[config.mk]
export PLATFORM = sky130hd
export DESIGN_NAME = control_unit
export DESIGN_NICKNAME = d
export VERILOG_FILES = /design/src/rtl/ctrl_pkg.sv /design/src/rtl/control_decode.sv /design/src/rtl/control_unit.sv
export SDC_FILE = /design/constraint.sdc
export NUM_CORES = 1
export LEC_CHECK = 0
export ABC_AREA = 0
export CORE_AREA = 2 2 39 41
export DETAILED_ROUTE_END_ITERATION = 7
export DIE_AREA = 0 0 41 43
export PLACE_DENSITY = 0.83
export SYNTH_ARGS = -nofsm -noshare
export SYNTH_HDL_FRONTEND = slang
export SYNTH_SLANG_ARGS = --single-unit
[constraint.sdc]
create_clock -name clk -period 1.54 [get_ports clk]
set_input_delay 0.154 -clock clk [delete_from_list [all_inputs] [get_ports clk]]
set_output_delay 0.154 -clock clk [all_outputs]
set_load 0.005 [all_outputs]
[src/rtl/ctrl_pkg.sv]
// Shared encodings for the multi-cycle control unit: states, opcodes, control bundle.
package ctrl_pkg;

  localparam int unsigned OPCODE_W = 4;
  localparam int unsigned STATE_W  = 4;

  localparam logic [OPCODE_W-1:0] OP_LDM   = 4'b0000;
  localparam logic [OPCODE_W-1:0] OP_STM   = 4'b0001;
  localparam logic [OPCODE_W-1:0] OP_JMP   = 4'b0010;
  localparam logic [OPCODE_W-1:0] OP_JC    = 4'b0011;
  localparam logic [OPCODE_W-1:0] OP_ALU_0 = 4'b1000;
  localparam logic [OPCODE_W-1:0] OP_ALU_1 = 4'b1001;
  localparam logic [OPCODE_W-1:0] OP_ALU_2 = 4'b1010;
  localparam logic [OPCODE_W-1:0] OP_ALU_3 = 4'b1011;
  localparam logic [OPCODE_W-1:0] OP_MOV   = 4'b1100;
  localparam logic [OPCODE_W-1:0] OP_CMP   = 4'b1101;
  localparam logic [OPCODE_W-1:0] OP_NOP   = 4'b1110;
  localparam logic [OPCODE_W-1:0] OP_HALT  = 4'b1111;

  typedef enum logic [STATE_W-1:0] {
    S_FETCH  = 4'd0,
    S_DECODE = 4'd1,
    S_FETCH2 = 4'd2,
    S_MEM_RD = 4'd3,
    S_LD_WB  = 4'd4,
    S_MEM_WR = 4'd5,
    S_JUMP   = 4'd6,
    S_ALU_EX = 4'd7,
    S_ALU_WB = 4'd8,
    S_MOV_WB = 4'd9,
    S_HALT   = 4'd10
  } ctrl_state_t;

  typedef struct packed {
    logic ld_pc;
    logic ld_ir;
    logic ld_tr;
    logic ld_alu;
    logic ld_czn;
    logic write_reg_en;
    logic sel_mem_src_pc;
    logic sel_mem_src_tr;
    logic mem_write;
    logic sel_pc_src_jump;
    logic sel_ir_3_2;
    logic sel_ir_4_3;
    logic sel_rf_write_src_tr_12_5;
    logic sel_rf_write_src_reg1;
    logic sel_rf_write_src_alu;
    logic sel_alu_src_reg1;
    logic sel_czn_src_alu;
    logic halted;
  } ctrl_sigs_t;

  // Two-byte instructions (LDM/STM/JMP/JC) share the 00xx prefix.
  function automatic logic op_is_two_byte(input logic [OPCODE_W-1:0] op);
    return op[3:2] == 2'b00;
  endfunction

  // ALU ops and CMP both go through the ALU execute state.
  function automatic logic op_uses_alu(input logic [OPCODE_W-1:0] op);
    return (op[3:2] == 2'b10) || (op == OP_CMP);
  endfunction

endpackage

[src/rtl/control_decode.sv]
// Moore output decode of the control state; only ld_PC in JUMP looks at an input.
// Build option: CTRL_WAIT_STATE_EN gates memory-state loads/strobes with mem_ready.
module control_decode
  import ctrl_pkg::*;
(
  input  ctrl_state_t               state,
  input  logic [OPCODE_W-1:0]       opcode,
  input  logic                      cond_true,
  input  logic                      mem_ready,
  output ctrl_sigs_t                sigs
);

  logic mem_ok;

`ifdef CTRL_WAIT_STATE_EN
  assign mem_ok = mem_ready;
`else
  logic unused_mem_ready;
  assign unused_mem_ready = mem_ready;
  assign mem_ok           = 1'b1;
`endif

  // Per-state control bundle; everything not named in a state stays 0.
  always_comb begin
    sigs = '0;
    unique case (state)
      S_FETCH: begin
        sigs.sel_mem_src_pc = 1'b1;
        sigs.ld_ir          = mem_ok;
        sigs.ld_pc          = mem_ok;
      end
      S_DECODE: ;
      S_FETCH2: begin
        sigs.sel_mem_src_pc = 1'b1;
        sigs.ld_tr          = mem_ok;
        sigs.ld_pc          = mem_ok;
      end
      S_MEM_RD: begin
        sigs.sel_mem_src_tr = 1'b1;
        sigs.ld_tr          = mem_ok;
      end
      S_LD_WB: begin
        sigs.sel_ir_4_3               = 1'b1;
        sigs.sel_rf_write_src_tr_12_5 = 1'b1;
        sigs.write_reg_en             = 1'b1;
      end
      S_MEM_WR: begin
        sigs.sel_mem_src_tr = 1'b1;
        sigs.sel_ir_4_3     = 1'b1;
        sigs.mem_write      = mem_ok;
      end
      S_JUMP: begin
        sigs.sel_pc_src_jump = 1'b1;
        sigs.ld_pc           = (opcode == OP_JC) ? cond_true : 1'b1;
      end
      S_ALU_EX: begin
        sigs.sel_alu_src_reg1 = 1'b1;
        sigs.sel_ir_3_2       = 1'b1;
        sigs.ld_alu           = 1'b1;
        sigs.ld_czn           = 1'b1;
        sigs.sel_czn_src_alu  = 1'b1;
      end
      S_ALU_WB: begin
        sigs.sel_ir_3_2           = 1'b1;
        sigs.sel_rf_write_src_alu = 1'b1;
        sigs.write_reg_en         = 1'b1;
      end
      S_MOV_WB: begin
        sigs.sel_ir_3_2            = 1'b1;
        sigs.sel_rf_write_src_reg1 = 1'b1;
        sigs.write_reg_en          = 1'b1;
      end
      S_HALT: begin
        sigs.halted = 1'b1;
      end
      default: sigs = '0;
    endcase
  end

endmodule

[src/rtl/control_unit.sv]
// Multi-cycle sequencer: state register plus next-state logic; outputs come from control_decode.
// Build option: CTRL_WAIT_STATE_EN stalls FETCH/FETCH2/MEM_RD/MEM_WR until mem_ready.
module control_unit
  import ctrl_pkg::*;
(
  input  logic                clk,
  input  logic                rst,
  input  logic [OPCODE_W-1:0] opcode,
  input  logic                cond_true,
  input  logic                mem_ready,
  output logic                ld_PC,
  output logic                ld_IR,
  output logic                ld_TR,
  output logic                ld_ALU,
  output logic                ld_CZN,
  output logic                write_reg_en,
  output logic                sel_MEM_src_PC,
  output logic                sel_MEM_src_TR,
  output logic                mem_write,
  output logic                sel_PC_src_JUMP,
  output logic                sel_IR_3_2,
  output logic                sel_IR_4_3,
  output logic                sel_RF_write_src_TR_12_5,
  output logic                sel_RF_write_src_reg1,
  output logic                sel_RF_write_src_ALU,
  output logic                sel_ALU_src_reg1,
  output logic                sel_CZN_src_ALU,
  output logic                halted
);

  ctrl_state_t state, state_next;
  ctrl_sigs_t  sigs;
  logic        mem_ok;

`ifdef CTRL_WAIT_STATE_EN
  assign mem_ok = mem_ready;
`else
  assign mem_ok = 1'b1;
`endif

  // State register; reset abandons any instruction in flight.
  always_ff @(posedge clk) begin
    if (rst) state <= S_FETCH;
    else     state <= state_next;
  end

  // Next-state logic; opcode is held stable by IR outside FETCH.
  always_comb begin
    state_next = state;
    unique case (state)
      S_FETCH:  state_next = mem_ok ? S_DECODE : S_FETCH;
      S_DECODE: begin
        if (op_is_two_byte(opcode))   state_next = S_FETCH2;
        else if (op_uses_alu(opcode)) state_next = S_ALU_EX;
        else if (opcode == OP_MOV)    state_next = S_MOV_WB;
        else if (opcode == OP_HALT)   state_next = S_HALT;
        else                          state_next = S_FETCH;
      end
      S_FETCH2: begin
        if (mem_ok) begin
          if (opcode == OP_LDM)      state_next = S_MEM_RD;
          else if (opcode == OP_STM) state_next = S_MEM_WR;
          else                       state_next = S_JUMP;
        end
      end
      S_MEM_RD: state_next = mem_ok ? S_LD_WB : S_MEM_RD;
      S_LD_WB:  state_next = S_FETCH;
      S_MEM_WR: state_next = mem_ok ? S_FETCH : S_MEM_WR;
      S_JUMP:   state_next = S_FETCH;
      S_ALU_EX: state_next = (opcode == OP_CMP) ? S_FETCH : S_ALU_WB;
      S_ALU_WB: state_next = S_FETCH;
      S_MOV_WB: state_next = S_FETCH;
      S_HALT:   state_next = S_HALT;
      default:  state_next = S_FETCH;
    endcase
  end

  control_decode u_decode (
    .state     (state),
    .opcode    (opcode),
    .cond_true (cond_true),
    .mem_ready (mem_ready),
    .sigs      (sigs)
  );

  // Flatten the control bundle onto the datapath-facing ports.
  assign ld_PC                    = sigs.ld_pc;
  assign ld_IR                    = sigs.ld_ir;
  assign ld_TR                    = sigs.ld_tr;
  assign ld_ALU                   = sigs.ld_alu;
  assign ld_CZN                   = sigs.ld_czn;
  assign write_reg_en             = sigs.write_reg_en;
  assign sel_MEM_src_PC           = sigs.sel_mem_src_pc;
  assign sel_MEM_src_TR           = sigs.sel_mem_src_tr;
  assign mem_write                = sigs.mem_write;
  assign sel_PC_src_JUMP          = sigs.sel_pc_src_jump;
  assign sel_IR_3_2               = sigs.sel_ir_3_2;
  assign sel_IR_4_3               = sigs.sel_ir_4_3;
  assign sel_RF_write_src_TR_12_5 = sigs.sel_rf_write_src_tr_12_5;
  assign sel_RF_write_src_reg1    = sigs.sel_rf_write_src_reg1;
  assign sel_RF_write_src_ALU     = sigs.sel_rf_write_src_alu;
  assign sel_ALU_src_reg1         = sigs.sel_alu_src_reg1;
  assign sel_CZN_src_ALU          = sigs.sel_czn_src_alu;
  assign halted                   = sigs.halted;

  // One-hot select groups must never have two bits set.
  a_mem_src_onehot: assert property (@(posedge clk) disable iff (rst)
    $onehot0({sel_MEM_src_PC, sel_MEM_src_TR}));
  a_rf_dst_onehot: assert property (@(posedge clk) disable iff (rst)
    $onehot0({sel_IR_3_2, sel_IR_4_3}));
  a_rf_src_onehot: assert property (@(posedge clk) disable iff (rst)
    $onehot0({sel_RF_write_src_TR_12_5, sel_RF_write_src_reg1, sel_RF_write_src_ALU}));

endmodule

==> results.yml, run 1 <==
status:
  status: "complete, no violations"
worst_setup_path:
  reg2reg_slack_ns: 0.13
  reg2reg_depth: 5
  start_kind: "register"
  cp_max_fo: 8
  critical_path_class: "register to output port"
  cp.required_ns: 1.39
  cp.arrival_ns: 1.32
  end_kind: "output port"
  reg2reg_to: "state[1]$_SDFF_PP0_"
  timing.rr.start: "state[3]$_SDFF_PP0_"
place:
  dp_hpwl_mm: 1.06
  pre_cts_ws_ns: -0.0994
  gp_congestion: 0.806
  io_buffers: 24
  postPlaceCellArea_um2: 822
floorplanning:
  fp-row-count: 14
  chipHeight_um: 43
  initial_utilization_pct: 32.9
  coreArea_um2: 1380
  dieArea_um2: 1760
  die_x_um: 41
  io_pins: 26
clocking:
  cts.reportedPaths.clkPinSlew_ns: 0.04
  cts_buffers: 3
  htreeDepth: 1
  clkLatencyLatePin_ns: 0.24
  cts_sinks: 4
  postCtsHoldBufs: 0
  cts_root_buffer: "clkbuf_4"
  cts_tree: "built"
  ctsLongestPathBuffers: 2
routing:
  routed_via_density: 5.13
  num_vias: 595
  first_pass_iters: 4
  drc_errors: 0
  ant_nets: 0
  drtIter0Drc: 11
  wl_mm: 1.37
  avgRoutedWirePerCell_um: 11.8
synthesis:
  yosys.area.top_type: "dfxtp_1"
  ys.flop_type: "dfxtp_1"
  synth_cell_types: 35
  syn-cell-area_um2: 455
  syn_avg_cell_area_um2: 7.72
  ys_warn_count: 0
  synth-seq-cells: 4
  synth_cells: 59
  yosys-top-cells-area: "dfxtp_1 (18%), nor2_1 (5.8%), nand2b_1 (5.5%), nor4b_4 (5.2%), buf_4 (4.9%)"
  synth_top_area_share_pct: 17.6
  synthesis.nets: 67
  async_reset_ff_share_pct: 0
  synth_edf_count: 0
  synth_seq_area_share_pct: 17.6
sta:
  fin_crit_sh_pct: 95.5
  maxSlewHeadroom_pct: 77.4
  setup_viol: 0
  grt_setup_unrepaired: "false"
  hold_violations: 0
  worst_pin_slew_ns: 0.340
  clock_skew_ns: 0.00913
  finalWorstSetupSlack_ns: 0.0696
  fmax_ghz: 0.680
  hold_ws_ns: 0.577
  finalCriticalPeriod_ns: 1.47
  slew_violations: 0
finish:
  nets: 110
  top_register: "state"
  reg_top3: "state x4"
  synthToLayoutAreaGrowth_pct: 93.7
  final_area_um2: 882
  n_antenna_cell: 0
  largest_reg_flops: 4
  drive_above_1_share_pct: 36.0
hold_path:
  hold_class: "input pin to register"
  hold_start: "rst"
  holdPathStages: 2
  hold_end: "state[1]$_SDFF_PP0_"
global_route:
  grt_max_degree: 9
  grt_antenna_before_repair: 0
  grt.overflow.total: 0
  grt_pass1_vias: 558
  grt_pass1_wl_mm: 2.35
  grt_use_total_pct: 19.4
power:
  p_leak_nw: 0.427
  vdd_drop_max_mv: 0.546
  power_density_nw_per_um2: 935
run:
  drv_cap: 0
[cell usage after synthesis, types with 2 or more instances]
master    instances
buf_2             3
buf_4             3
dfxtp_1           4
inv_1             2
nand2_1           2
nand2b_1          4
nor2_1            7
nor3_1            4
nor3b_1           2
o21ai_0           2
xnor2_1           2
[cell usage in the layout, fill, tap and decap left out, types with 2 or more instances in the layout]
cell type,instances
inv_1,2
buf_6,2
buf_4,18
xnor2_1,2
dfxtp_2,3
nand2_1,2
dlygate4sd2_1,16
nor2_1,6
clkdlybuf4s50_1,6
nand2b_1,2
nor3_1,3
o21ai_0,2
clkbuf_4,3
nand2b_4,2
[through the flow]
stage / utilization (%) / instances / setup TNS, ns / total power [mW]
floorplan: - / 59 / 0 / 0.397
global placement: 59.4 / 111 / -0.178 / 0.685
detailed placement: 59.4 / 111 / -0.246 / 0.701
CTS: 63.7 / 116 / 0 / 0.832
global route: 63.7 / 116 / 0 / 0.885
finish: 63.7 / 116 / 0 / 0.825
[critical path, stage by stage, from the launching register on]
cell and delay, ns:
dfxtp_2 0.31, buf_6 0.13, nand2b_4 0.16, o21a_1 0.17, nor2_1 0.07, dlygate4sd2_1 0.24
[logic make-up (layout without fill, tap and decap cells)]
group | count (synthesis) | after routing | share of synthesized area (%)
AOI/OAI and AO/OA | 14 | 14 | 23.9
xor gates and xnor gates | 2 | 2 | 3.85
muxes | 1 | 1 | 2.20
and+or+nand+nor | 29 | 29 | 40.1
DFF | 4 | 4 | 17.6
buffers and inverters | 9 | 50 | 12.4
[metal layers]
metal	track usage, %	share of wire, %	up-vias
met1	22.1	40	269
met3	1.57	5.0	2
li1	-	-	302
met5	0	0	-
met4	10.0	1.1	0
met2	33.1	53	22
[final cells by class]
type / count / area, µm²
clock buffers: 3 / 22.5
well taps: 16 / 20.0
inverters: 2 / 7.51
fillers: 129 / 502
multi-input cells: 46 / 355
flip-flops and latches: 4 / 83.8
repair buffers: 45 / 393
[worst max-delay path by stage]
stage                                    from             endpoint  cells after the start
after floorplan           state[2]$_SDFF_PP0_  state[3]$_SDFF_PP0_                      4
after global placement              opcode[1]                ld_PC                      4
after detailed placement            opcode[1]                ld_PC                      4
after CTS                 state[3]$_SDFF_PP0_               halted                      4
after global routing      state[3]$_SDFF_PP0_               halted                      4
final                     state[3]$_SDFF_PP0_         write_reg_en                      5
[power by group]
| group | total [mW] | switching (mW) | internal (mW) | leakage (nW) |
|---|---|---|---|---|
| registers | 0.163 | 0.0336 | 0.130 | 0.0341 |
| clock network | 0.136 | 0.0484 | 0.0876 | 0.0138 |
| logic | 0.526 | 0.220 | 0.306 | 0.379 |
[repair_timing]
item | CTS | global route
setup endpoints to repair | 18 | 1
hold endpoints to repair | 0 | 0
resized for setup | 33 | 1
pin swaps | 1 | 1
setup buffers | 2 | 0
Power figures use the tool's default switching activity.
==> inputs of run 2 (changes only) <==
--- a/config.mk
+++ b/config.mk
@@ -6,10 +6,10 @@
 export NUM_CORES = 1
 export LEC_CHECK = 0
 export ABC_AREA = 0
-export CORE_AREA = 2 2 39 41
+export CORE_AREA = 2 2 42 44
 export DETAILED_ROUTE_END_ITERATION = 7
-export DIE_AREA = 0 0 41 43
-export PLACE_DENSITY = 0.83
+export DIE_AREA = 0 0 44 46
+export PLACE_DENSITY = 0.74
 export SYNTH_ARGS = -nofsm -noshare
 export SYNTH_HDL_FRONTEND = slang
 export SYNTH_SLANG_ARGS = --single-unit
==> results.yml, run 2 (synthesized netlist as in run 1, its figures left out) <==
sta:
  hold_ws_ns: 0.566
  finalWorstSetupSlack_ns: -0.0398
  setup_viol: 1
  finalCriticalPeriod_ns: 1.58
  fin_crit_sh_pct: 103
  maxSlewHeadroom_pct: 75.4
  clock_skew_ns: 0.00554
  fmax_ghz: 0.633
  slew_violations: 0
  hold_violations: 0
  worst_pin_slew_ns: 0.369
  grt_setup_unrepaired: "true"
worst_setup_path:
  max_stage_delay_ns: 0.35
  start_kind: "register"
  end_kind: "output port"
  slowest_stage: "dfxtp_4"
  path_delay_family: "simple AND/OR/NAND/NOR gates"
  cp.arrival_ns: 1.43
  cp_max_fo: 4
  cp.required_ns: 1.39
  critical_path_class: "register to output port"
  reg2reg_depth: 6
  cpMostUsedCell: "buf_6"
  cp_cell_sequence: "or2b_4, buf_6, buf_6, or2_4, inv_2, buf_6"
  path_buf_inv: 4
  cp.depth: 6
  reg2reg_slack_ns: 0.07
routing:
  routed_via_density: 4.98
  ant_nets: 0
  wl_mm: 1.35
  avgRoutedWirePerCell_um: 11.1
  drtIter0Drc: 1
  num_vias: 607
  first_pass_iters: 4
  drc_errors: 0
finish:
  layout_common_cells: "buf_4 (22), dlygate4sd2_1 (12), nor2_1 (6), clkdlybuf4s50_1 (6), buf_6 (5)"
  synthToLayoutAreaGrowth_pct: 105
  reg_top3: "state x4"
  final_common_cell: "buf_4"
  largest_reg_flops: 4
  final_core_util_pct: 57.8
  drive_above_1_share_pct: 45.7
  top_register: "state"
  final_area_um2: 933
  n_antenna_cell: 0
  nets: 115
power:
  vdd_drop_max_mv: 0.422
  p_switching_mw: 0.308
  internal-power_mw: 0.552
  seqPwrFrac_pct: 19.9
  p_sw_share_pct: 35.9
  clockPowerShare_pct: 15.6
  power_mw: 0.860
  combPwrFrac_pct: 64.5
  power_density_nw_per_um2: 921
  p_leak_nw: 0.457
clocking:
  cts_tree: "built"
  cts_buffers: 3
  clkLatencyLatePin_ns: 0.24
  postCtsHoldBufs: 0
  ctsLongestPathBuffers: 2
  htreeDepth: 1
  cts.reportedPaths.clkPinSlew_ns: 0.04
  cts_sinks: 4
  cts_root_buffer: "clkbuf_4"
floorplanning:
  chipHeight_um: 46
  die_x_um: 44
  initial_utilization_pct: 28.2
  io_pins: 26
  fp-row-count: 15
  dieArea_um2: 2020
  coreArea_um2: 1610
global_route:
  grt_pass1_wl_mm: 2.21
  grt_use_total_pct: 14.7
  grt.overflow.total: 0
  grt_pass1_vias: 555
  grt_antenna_before_repair: 0
  grt_max_degree: 9
run:
  drv_cap: 0
hold_path:
  holdPathStages: 2
  hold_class: "input pin to register"
status:
  status: "finished with violations"
  failed_checks: "negative setup slack"
place:
  pre_cts_ws_ns: -0.0638
  gp_congestion: 0.818
  io_buffers: 24
  postPlaceCellArea_um2: 803
  dp_hpwl_um: 970
-- run 2: cell count changes in the layout (fill, tap and decap cells not counted), sizes merged --
cell          previous run  this run
dlymetal6s2s             0         1
clkbuf                   3         6
dlygate4sd2             16        12
buf                     22        27
-- run 2: power by group through the flow --
stage	clock, mW	sequential [mW]	combinational, mW
3_3_place_gp	0	0.157	0.501
4_1_cts	0.139	0.164	0.536
3_5_place_dp	0	0.158	0.506
2_1_floorplan	0	0.142	0.255
5_1_grt	0.141	0.174	0.607
6_report	0.134	0.171	0.555
-- run 2: worst paths after layout --
| kind | from | end |
|---|---|---|
| hold reg to reg | state[0]$_SDFF_PP0_ | state[2]$_SDFF_PP0_ |
| setup reg to reg | state[2]$_SDFF_PP0_ | state[3]$_SDFF_PP0_ |
| setup / recovery | state[2]$_SDFF_PP0_ | halted |
| hold / removal | rst | state[1]$_SDFF_PP0_ |
-- run 2: layer usage --
layer | vias to the layer above | GRT usage, % | share of wire [%]
li1 | 304 | - | -
met1 | 284 | 15.5 | 39
met2 | 17 | 27.9 | 55
met3 | 2 | 1.19 | 4.1
met4 | 0 | 9.09 | 1.9
met5 | - | 0 | 0
-- run 2: what timing repair did --
| item | in CTS | in global routing |
|---|---|---|
| endpoints found under the hold margin | 0 | 0 |
| pin swaps | 2 | 1 |
| setup buffers | 7 | 1 |
| setup endpoints to repair | 18 | 8 |
| gates resized for setup | 33 | 16 |
-- run 2: through the flow --
| step | std cells | setup TNS, ns |
|---|---|---|
| global placement | 111 | -0.100 |
| floorplan | 59 | 0 |
| finish | 122 | -0.0398 |
| CTS | 121 | -0.266 |
| global route | 122 | -0.0697 |
| detailed placement | 111 | -0.180 |
-- run 2: worst reg2reg max path, stage by stage, from the launching register on --
cell and delay (ns):
dfxtp_4 0.35, or2b_4 0.26, buf_6 0.12, buf_6 0.10, or2_4 0.23, buf_4 0.14
a311oi_2 0.17
-- run 2: area by class of cell --
| type | instances | area, µm² |
|---|---|---|
| Sequential cell | 4 | 87.6 |
| Timing Repair Buffer | 50 | 424 |
| Multi-Input combinational cell | 46 | 370 |
| Tap cell | 17 | 21.3 |
| Fill cell | 157 | 681 |
| Inverter | 2 | 7.51 |
| Clock buffer | 3 | 22.5 |
